`config.mk`:
```
export PLATFORM = sky130hd
export DESIGN_NAME = mips_multicycle_ctrl
export DESIGN_NICKNAME = d
export VERILOG_FILES = /design/src/rtl/mips_ctrl_pkg.sv /design/src/rtl/mips_multicycle_ctrl.sv
export SDC_FILE = /design/constraint.sdc
export NUM_CORES = 1
export LEC_CHECK = 0
export BUFFER_PORTS_ARGS = -buffer_cell sky130_fd_sc_hd__buf_2
export CAP_MARGIN = 20
export CORE_MARGIN = 2
export CORE_UTILIZATION = 45
export CTS_CLUSTER_SIZE = 24
export DETAILED_ROUTE_END_ITERATION = 6
export GPL_TIMING_DRIVEN = 1
export PLACE_DENSITY = 0.71
export SYNTH_ARGS = -nofsm -noshare
export SYNTH_HDL_FRONTEND = slang
export SYNTH_SLANG_ARGS = --single-unit
export TNS_END_PERCENT = 50
```
`constraint.sdc`:
```
create_clock -name clk -period 3.51 [get_ports clk]
set_input_delay 0.5265 -clock clk [delete_from_list [all_inputs] [get_ports clk]]
set_output_delay 0.5265 -clock clk [all_outputs]
set_load 0.03 [all_outputs]
```
`src/rtl/mips_ctrl_pkg.sv`:
```
// Shared encodings for the multicycle MIPS main control FSM: state codes,
// opcodes, and the ALUOp codes handed to the ALU control decoder.
package mips_ctrl_pkg;

  typedef enum logic [3:0] {
    FETCH   = 4'd0,
    DECODE  = 4'd1,
    MEMADR  = 4'd2,
    MEMRD   = 4'd3,
    MEMWB   = 4'd4,
    MEMWR   = 4'd5,
    RTYPEEX = 4'd6,
    RTYPEWB = 4'd7,
    BEQEX   = 4'd8,
    IMMEX   = 4'd9,
    IMMWB   = 4'd10,
    JEX     = 4'd11
  } state_e;

  localparam logic [5:0] OP_R    = 6'd0;
  localparam logic [5:0] OP_J    = 6'd2;
  localparam logic [5:0] OP_BEQ  = 6'd4;
  localparam logic [5:0] OP_ADDI = 6'd8;
  localparam logic [5:0] OP_SLTI = 6'd10;
  localparam logic [5:0] OP_ANDI = 6'd12;
  localparam logic [5:0] OP_ORI  = 6'd13;
  localparam logic [5:0] OP_LW   = 6'd35;
  localparam logic [5:0] OP_SW   = 6'd43;

  localparam logic [2:0] ALUOP_FUNCT = 3'd1;
  localparam logic [2:0] ALUOP_ADD   = 3'd2;
  localparam logic [2:0] ALUOP_SLT   = 3'd3;
  localparam logic [2:0] ALUOP_AND   = 3'd4;
  localparam logic [2:0] ALUOP_OR    = 3'd5;

endpackage

```
`src/rtl/mips_multicycle_ctrl.sv`:
```
// Main control FSM for the multicycle MIPS datapath: sequences each instruction,
// drives mux selects/strobes, stalls on MemReady and counts retired instructions.
module mips_multicycle_ctrl
  import mips_ctrl_pkg::*;
#(
  parameter int CNT_W = 32
) (
  input  logic             clk,
  input  logic             reset,
  input  logic [5:0]       Op,
  input  logic             Eq,
  input  logic             MemReady,
  output logic             IRWrite,
  output logic             PCWrite,
  output logic [1:0]       PCSrc,
  output logic             IorD,
  output logic             MemRead,
  output logic             MemWrite,
  output logic             RegWrite,
  output logic             RegDst,
  output logic             MemtoReg,
  output logic             ALUSrcA,
  output logic [1:0]       ALUSrcB,
  output logic             ZeroExt,
  output logic [2:0]       ALUOp,
  output logic             IllegalOp,
  output logic [CNT_W-1:0] InstrCount,
  output logic [3:0]       State
);

  state_e             state_q, state_d;
  logic [CNT_W-1:0]   count_q, count_d;
  logic               retire;

  // NOTE: state uses non-blocking assignments so every register samples pre-edge values.
  always_ff @(posedge clk) begin
    if (reset) begin
      state_q <= FETCH;
      count_q <= '0;
    end else begin
      state_q <= state_d;
      count_q <= count_d;
    end
  end

  // NOTE: every output and next-state term gets a default first, so no latches are inferred.
  always_comb begin
    state_d   = state_q;
    retire    = 1'b0;
    IRWrite   = 1'b0;
    PCWrite   = 1'b0;
    PCSrc     = 2'b00;
    IorD      = 1'b0;
    MemRead   = 1'b0;
    MemWrite  = 1'b0;
    RegWrite  = 1'b0;
    RegDst    = 1'b0;
    MemtoReg  = 1'b0;
    ALUSrcA   = 1'b0;
    ALUSrcB   = 2'b00;
    ZeroExt   = 1'b0;
    ALUOp     = ALUOP_ADD;
    IllegalOp = 1'b0;

    unique case (state_q)
      FETCH: begin
        MemRead = 1'b1;
        ALUSrcB = 2'b01;
        if (MemReady) begin
          IRWrite = 1'b1;
          PCWrite = 1'b1;
          state_d = DECODE;
        end
      end
      DECODE: begin
        ALUSrcB = 2'b11;
        case (Op)
          OP_LW, OP_SW:                       state_d = MEMADR;
          OP_R:                               state_d = RTYPEEX;
          OP_BEQ:                             state_d = BEQEX;
          OP_J:                               state_d = JEX;
          OP_ADDI, OP_SLTI, OP_ANDI, OP_ORI:  state_d = IMMEX;
          default: begin
            IllegalOp = 1'b1;
            state_d   = FETCH;
          end
        endcase
      end
      MEMADR: begin
        ALUSrcA = 1'b1;
        ALUSrcB = 2'b10;
        state_d = (Op == OP_LW) ? MEMRD : MEMWR;
      end
      MEMRD: begin
        MemRead = 1'b1;
        IorD    = 1'b1;
        if (MemReady) state_d = MEMWB;
      end
      MEMWB: begin
        RegWrite = 1'b1;
        MemtoReg = 1'b1;
        retire   = 1'b1;
        state_d  = FETCH;
      end
      MEMWR: begin
        MemWrite = 1'b1;
        IorD     = 1'b1;
        if (MemReady) begin
          retire  = 1'b1;
          state_d = FETCH;
        end
      end
      RTYPEEX: begin
        ALUSrcA = 1'b1;
        ALUOp   = ALUOP_FUNCT;
        state_d = RTYPEWB;
      end
      RTYPEWB: begin
        RegWrite = 1'b1;
        RegDst   = 1'b1;
        retire   = 1'b1;
        state_d  = FETCH;
      end
      BEQEX: begin
        ALUSrcA = 1'b1;
        PCSrc   = 2'b01;
        PCWrite = Eq;
        retire  = 1'b1;
        state_d = FETCH;
      end
      IMMEX: begin
        ALUSrcA = 1'b1;
        ALUSrcB = 2'b10;
        case (Op)
          OP_SLTI: ALUOp = ALUOP_SLT;
          OP_ANDI: ALUOp = ALUOP_AND;
          OP_ORI:  ALUOp = ALUOP_OR;
          default: ALUOp = ALUOP_ADD;
        endcase
        ZeroExt = (Op == OP_ANDI) || (Op == OP_ORI);
        state_d = IMMWB;
      end
      IMMWB: begin
        RegWrite = 1'b1;
        retire   = 1'b1;
        state_d  = FETCH;
      end
      JEX: begin
        PCSrc   = 2'b10;
        PCWrite = 1'b1;
        retire  = 1'b1;
        state_d = FETCH;
      end
      default: state_d = FETCH;
    endcase

    // Reset is synchronous for the registers, but strobes must be quiet for the whole reset window.
    if (reset) begin
      IRWrite   = 1'b0;
      PCWrite   = 1'b0;
      MemRead   = 1'b0;
      MemWrite  = 1'b0;
      RegWrite  = 1'b0;
      IllegalOp = 1'b0;
    end
  end

  assign count_d    = count_q + {{(CNT_W-1){1'b0}}, retire};
  assign InstrCount = count_q;
  assign State      = state_q;

endmodule

```
* Yosys cells after proc, flatten, opt, wreduce, memory -nomap -nowiden
Index checks and enable logic that the tools add are counted.
Operators by class: equal/unequal tests 22, shift operators 0, mux-type cells 30, div/mod/pow operators 0, add/subtract/negate cells 1, bitwise operators 0, reductions and logical operators 13, magnitude comparators 0, multipliers 0
Operators by type and width (number):
- adder 32 x 1 -> 32 bit | 1
- one-hot mux 4 bit (7 select lines) | 1
- == test 6 x 4 -> 1 bit, second input constant | 4
- one-hot mux 4 bit (5 select lines) | 1
- 2-to-1 mux 1 bit | 18
- == test 4 x 3 -> 1 bit, second input constant | 4
- == test 4 bit, second input constant | 4
- == test 6 bit, second input constant | 2
- 2-to-1 mux 4 bit | 3
- one-hot mux 3 bit (3 select lines) | 1
- OR reduction 9 bit | 1
- == test 4 x 2 -> 1 bit, second input constant | 2
- OR reduction 2 bit | 4
- OR reduction 4 bit | 2
- == test 6 x 2 -> 1 bit, second input constant | 1
- == test 6 x 3 -> 1 bit, second input constant | 1
- zero test 6 bit | 1
- != test 2 bit, second input constant | 3
- one-hot mux 2 bit (3 select lines) | 1
- one-hot mux 3 bit (2 select lines) | 1
- OR reduction 5 bit | 1
- == test 4 x 1 -> 1 bit, second input constant | 1
- zero test 4 bit | 1
- one-hot mux 2 bit (2 select lines) | 1
- other kinds (6) | 6
Storage, ports and cells: word-level logic and storage cells 68, latch bits 0, memories kept 0, register bits after elaboration 36, memory bits (writable) 0, ROM bits 0

* Longest topological paths before layout
depth after elaboration 5, gate-level depth with buffers 13, gate-level depth less buffers 10

* Least setup slack after synthesis
OpenSTA, ideal clock, no wires.
kind reg2reg, start reg state_q[2] (netlist: State[2]), end reg count_q[22] (netlist: InstrCount[22]), cell stages (with the launch flop) 13, path slack 0.498 ns, data arrival time 2.942 ns, cell sequence dfxtp_1 -> clkbuf_1 -> nand2b_1 -> nor2_1 -> a21oi_1 -> a21oi_1 -> ha_1 -> ha_1 -> nand2_1 -> or4_1 -> buf_2 -> or4_1 -> a21oi_1
On the way: longest elaborated chain between the ends 4
RTL lines:
- start: declaration | line mips_multicycle_ctrl.sv:31 | state_e state_q, state_d;
- start signal: assignment | line mips_multicycle_ctrl.sv:41 | state_q <= state_d;
- == test 4 bit / == test 4 x 3 -> 1 bit (equally long branches) | line mips_multicycle_ctrl.sv:65 | unique case (state_q)
- OR reduction 5 bit (no source line)
- one-hot mux 1 bit (2 select lines) (*) | line mips_multicycle_ctrl.sv:65
- adder 32 x 1 -> 32 bit (*) | line mips_multicycle_ctrl.sv:168 | assign count_d = count_q + {{(CNT_W-1){1'b0}}, retire};
- end signal: assignment | line mips_multicycle_ctrl.sv:42 | count_q <= count_d;
- end: declaration | line mips_multicycle_ctrl.sv:32 | logic [CNT_W-1:0] count_q, count_d;
Mark *: on every way between the ends. The rest lies on a longest branch, timed or not. A chain may end at the register's enable or synchronous reset.

* Worst setup path after layout
Same ends and word-level chain as after synthesis.

==> flow_summary.toml <==
[synth]
synth_edf_count = 0
ys_top_cells_by_area = "dfxtp_1, a21oi_1, or4_1"
avgSynthCellArea_sq_um = 7.91
syn_nets = 281
yosysWarnings = 0
netlist_instances = 268
synth_area_leader_cell = "dfxtp_1"
synth.ff_latch_count = 36
yosys_most_used_dff = "dfxtp_1"
synthArstFlopShare_pct = 0
synth_cell_types = 45
synth_area_sq_um = 2120
synth_top_area_share_pct = 34.0
yosysSeqAreaShare_pct = 34.0

[routing]
wl_per_cell_microns = 13.8
drt_pre_antenna_iters = 4
drtIter0Drc = 130
viasPerCell = 5.74
wl_mm = 5.17
route.detailed.drc = 0
vias = 2147
ant_nets = 0

[placed_design]
placed_cell_area_sq_um = 2400
place_congestion = 0.848
hpwl_mm = 3.58
io_buffers = 63

[clocking]
cts_setup_buffers = 0
hold_buffers = 0
post_cts_resize_count = 0
cts_made_buffers = 5
cts_sinks = 36
cts_tree = "built"
clk_latency_ns = 0.29
cts_max_level = 2
clk_path_buf_depth = 2
clk_pin_slew_ns = 0.08
root_buffer = "clkbuf_8"

[setup_path]
worstSetupEndpointType = "flip-flop"
path_max_fanout = 18
worstPathRequired_ns = 3.73
start_kind = "flip-flop"
reg2reg_slack_ns = 0.32
crit_type = "flip-flop to flip-flop"
r2r-start = "State[2]"
crit_start = "State[2]"
arrival_ns = 3.41

[status]
status = "finished, final reports clean"

[timing]
maxSlewHeadroom_pct = 47.8
tightest_slew_ns = 0.781
finalHoldViolCount = 0
rsz0062_at_grt = "false"
min_period_ns = 3.19
setup_viol = 0
fmax_mhz = 314
timing.final.crit_share_pct = 90.8
slew_violations = 0
fin_tns_setup_ns = 0
skew_ns = 0.00857

[min_path]
hold_start = "InstrCount[27]"
min_path_type = "flip-flop to flip-flop"

[global_route]
grt_max_degree = 42
gr-total-overflow = 0
antenna_found_initial = 0
grt_pass1_vias = 1829
grt_use_total_pct = 19.5
grt_pass1_wl_mm = 8.37

[pwr]
powerDensity_nw_per_um2 = 316
leakage_nw = 1.00
ir_worst_vdd_uv = 160

[floorplanning]
core_area_sq_um = 4440
die_y_microns = 72.6
die_x_microns = 72.6
rows = 24
die_area_sq_um = 5280
start_util_pct = 47.7
ios = 64

[layout]
diodes = 0
fin_area_sq_um = 2490
drive_gt1_share_pct = 25.2
utilization_pct = 56.1
layout.nets = 334
syn_to_final_growth_pct = 17.5

[job]
maxCapViolations = 0
==> placed cells by master (no fill, tap or decap), drive strengths merged, types with 2 or more instances in the layout <==
cell	n
a31oi	2
and4	2
inv	9
nor2b	8
a211o	2
buf	67
nand3	13
or4	15
o31ai	12
xor2	3
and3	2
ha	3
nand2	16
clkbuf	5
o21ai	12
nor3	14
mux2	2
xnor2	7
or3	10
and2	2
dfxtp	36
clkinvlp	2
nand4	6
nand2b	3
nor3b	3
a21oi	31
nor4	4
nor2	18
==> cell type report <==
class / count / area (sq um)
clock buffer: 5 / 68.8
fill: 429 / 1950
sequential: 36 / 721
inverter: 9 / 33.8
timing repair buffer: 67 / 345
tap: 52 / 65.1
clock inverter: 3 / 23.8
multi-input combinational: 202 / 1230
==> metal layers <==
metal / GRT usage, % / vias up / share of wire [%]
li1: - / 1092 / -
met1: 26.4 / 989 / 48
met2: 31.2 / 64 / 46
met3: 4.70 / 2 / 5.4
met4: 4.94 / 0 / 0.58
met5: 0 / - / 0
==> where the power goes <==
part | switching [W] | total, W | internal [W]
sequential | 0.00000136 | 0.000411 | 0.000410
combinational | 0.0000517 | 0.0000756 | 0.0000239
clock | 0.000161 | 0.000302 | 0.000140
==> cell usage after synthesis, types with 4 or more instances <==
cell type   n
a21oi_1    31
clkbuf_1   12
dfxtp_1    36
inv_1       9
nand2_1    16
nand3_1    13
nand4_1     5
nor2_1     18
nor2b_1     8
nor3_1     14
nor4_1      4
o21ai_0    12
o31ai_1    12
or3_1       9
or4_1      15
xnor2_1     7
==> worst max-delay path, cell delays in order (launching register included) <==
cell and delay, ns:
dfxtp_1 0.48, nand2b_1 0.20, nor2_1 0.14, a21oi_1 0.05, a21oi_1 0.20, ha_1 0.20
ha_1 0.20, nand2_1 0.11, or4_1 0.79, or4_1 0.59, a21oi_1 0.15
==> flip-flops by register name, summed over array words and instances (netlist names) <==
name / cells
State: 4
InstrCount: 32
==> final timing paths <==
check	end	cells after the start
min	InstrCount[27]	2
min reg2reg	InstrCount[27]	2
max	InstrCount[22]	10
max reg2reg	InstrCount[22]	10
==> per-stage QoR <==
step	power, W	hold slack, ns	setup WS [ns]	std cells
floorplan	0.000475	0.607	0.498	268
global placement	0.000496	0.475	0.470	366
detailed placement	0.000495	0.478	0.377	366
CTS	0.000795	0.488	0.334	374
global route	0.000818	0.519	0.0233	374
finish	0.000788	0.489	0.324	374
==> logic make-up (layout without fill, tap and decap cells) <==
logic type | Yosys count | count (layout) | share of synthesized area, %
adders and majority gates | 3 | 3 | 1.77
DFF | 36 | 36 | 34.0
muxes | 3 | 3 | 1.53
AOI/OAI and AO/OA | 67 | 67 | 18.8
and+or+nand+nor | 119 | 119 | 31.9
buffers and inverters | 30 | 84 | 7.79
xor gates and xnor gates | 10 | 10 | 4.13
No activity file was read; power rests on OpenSTA's default activity.
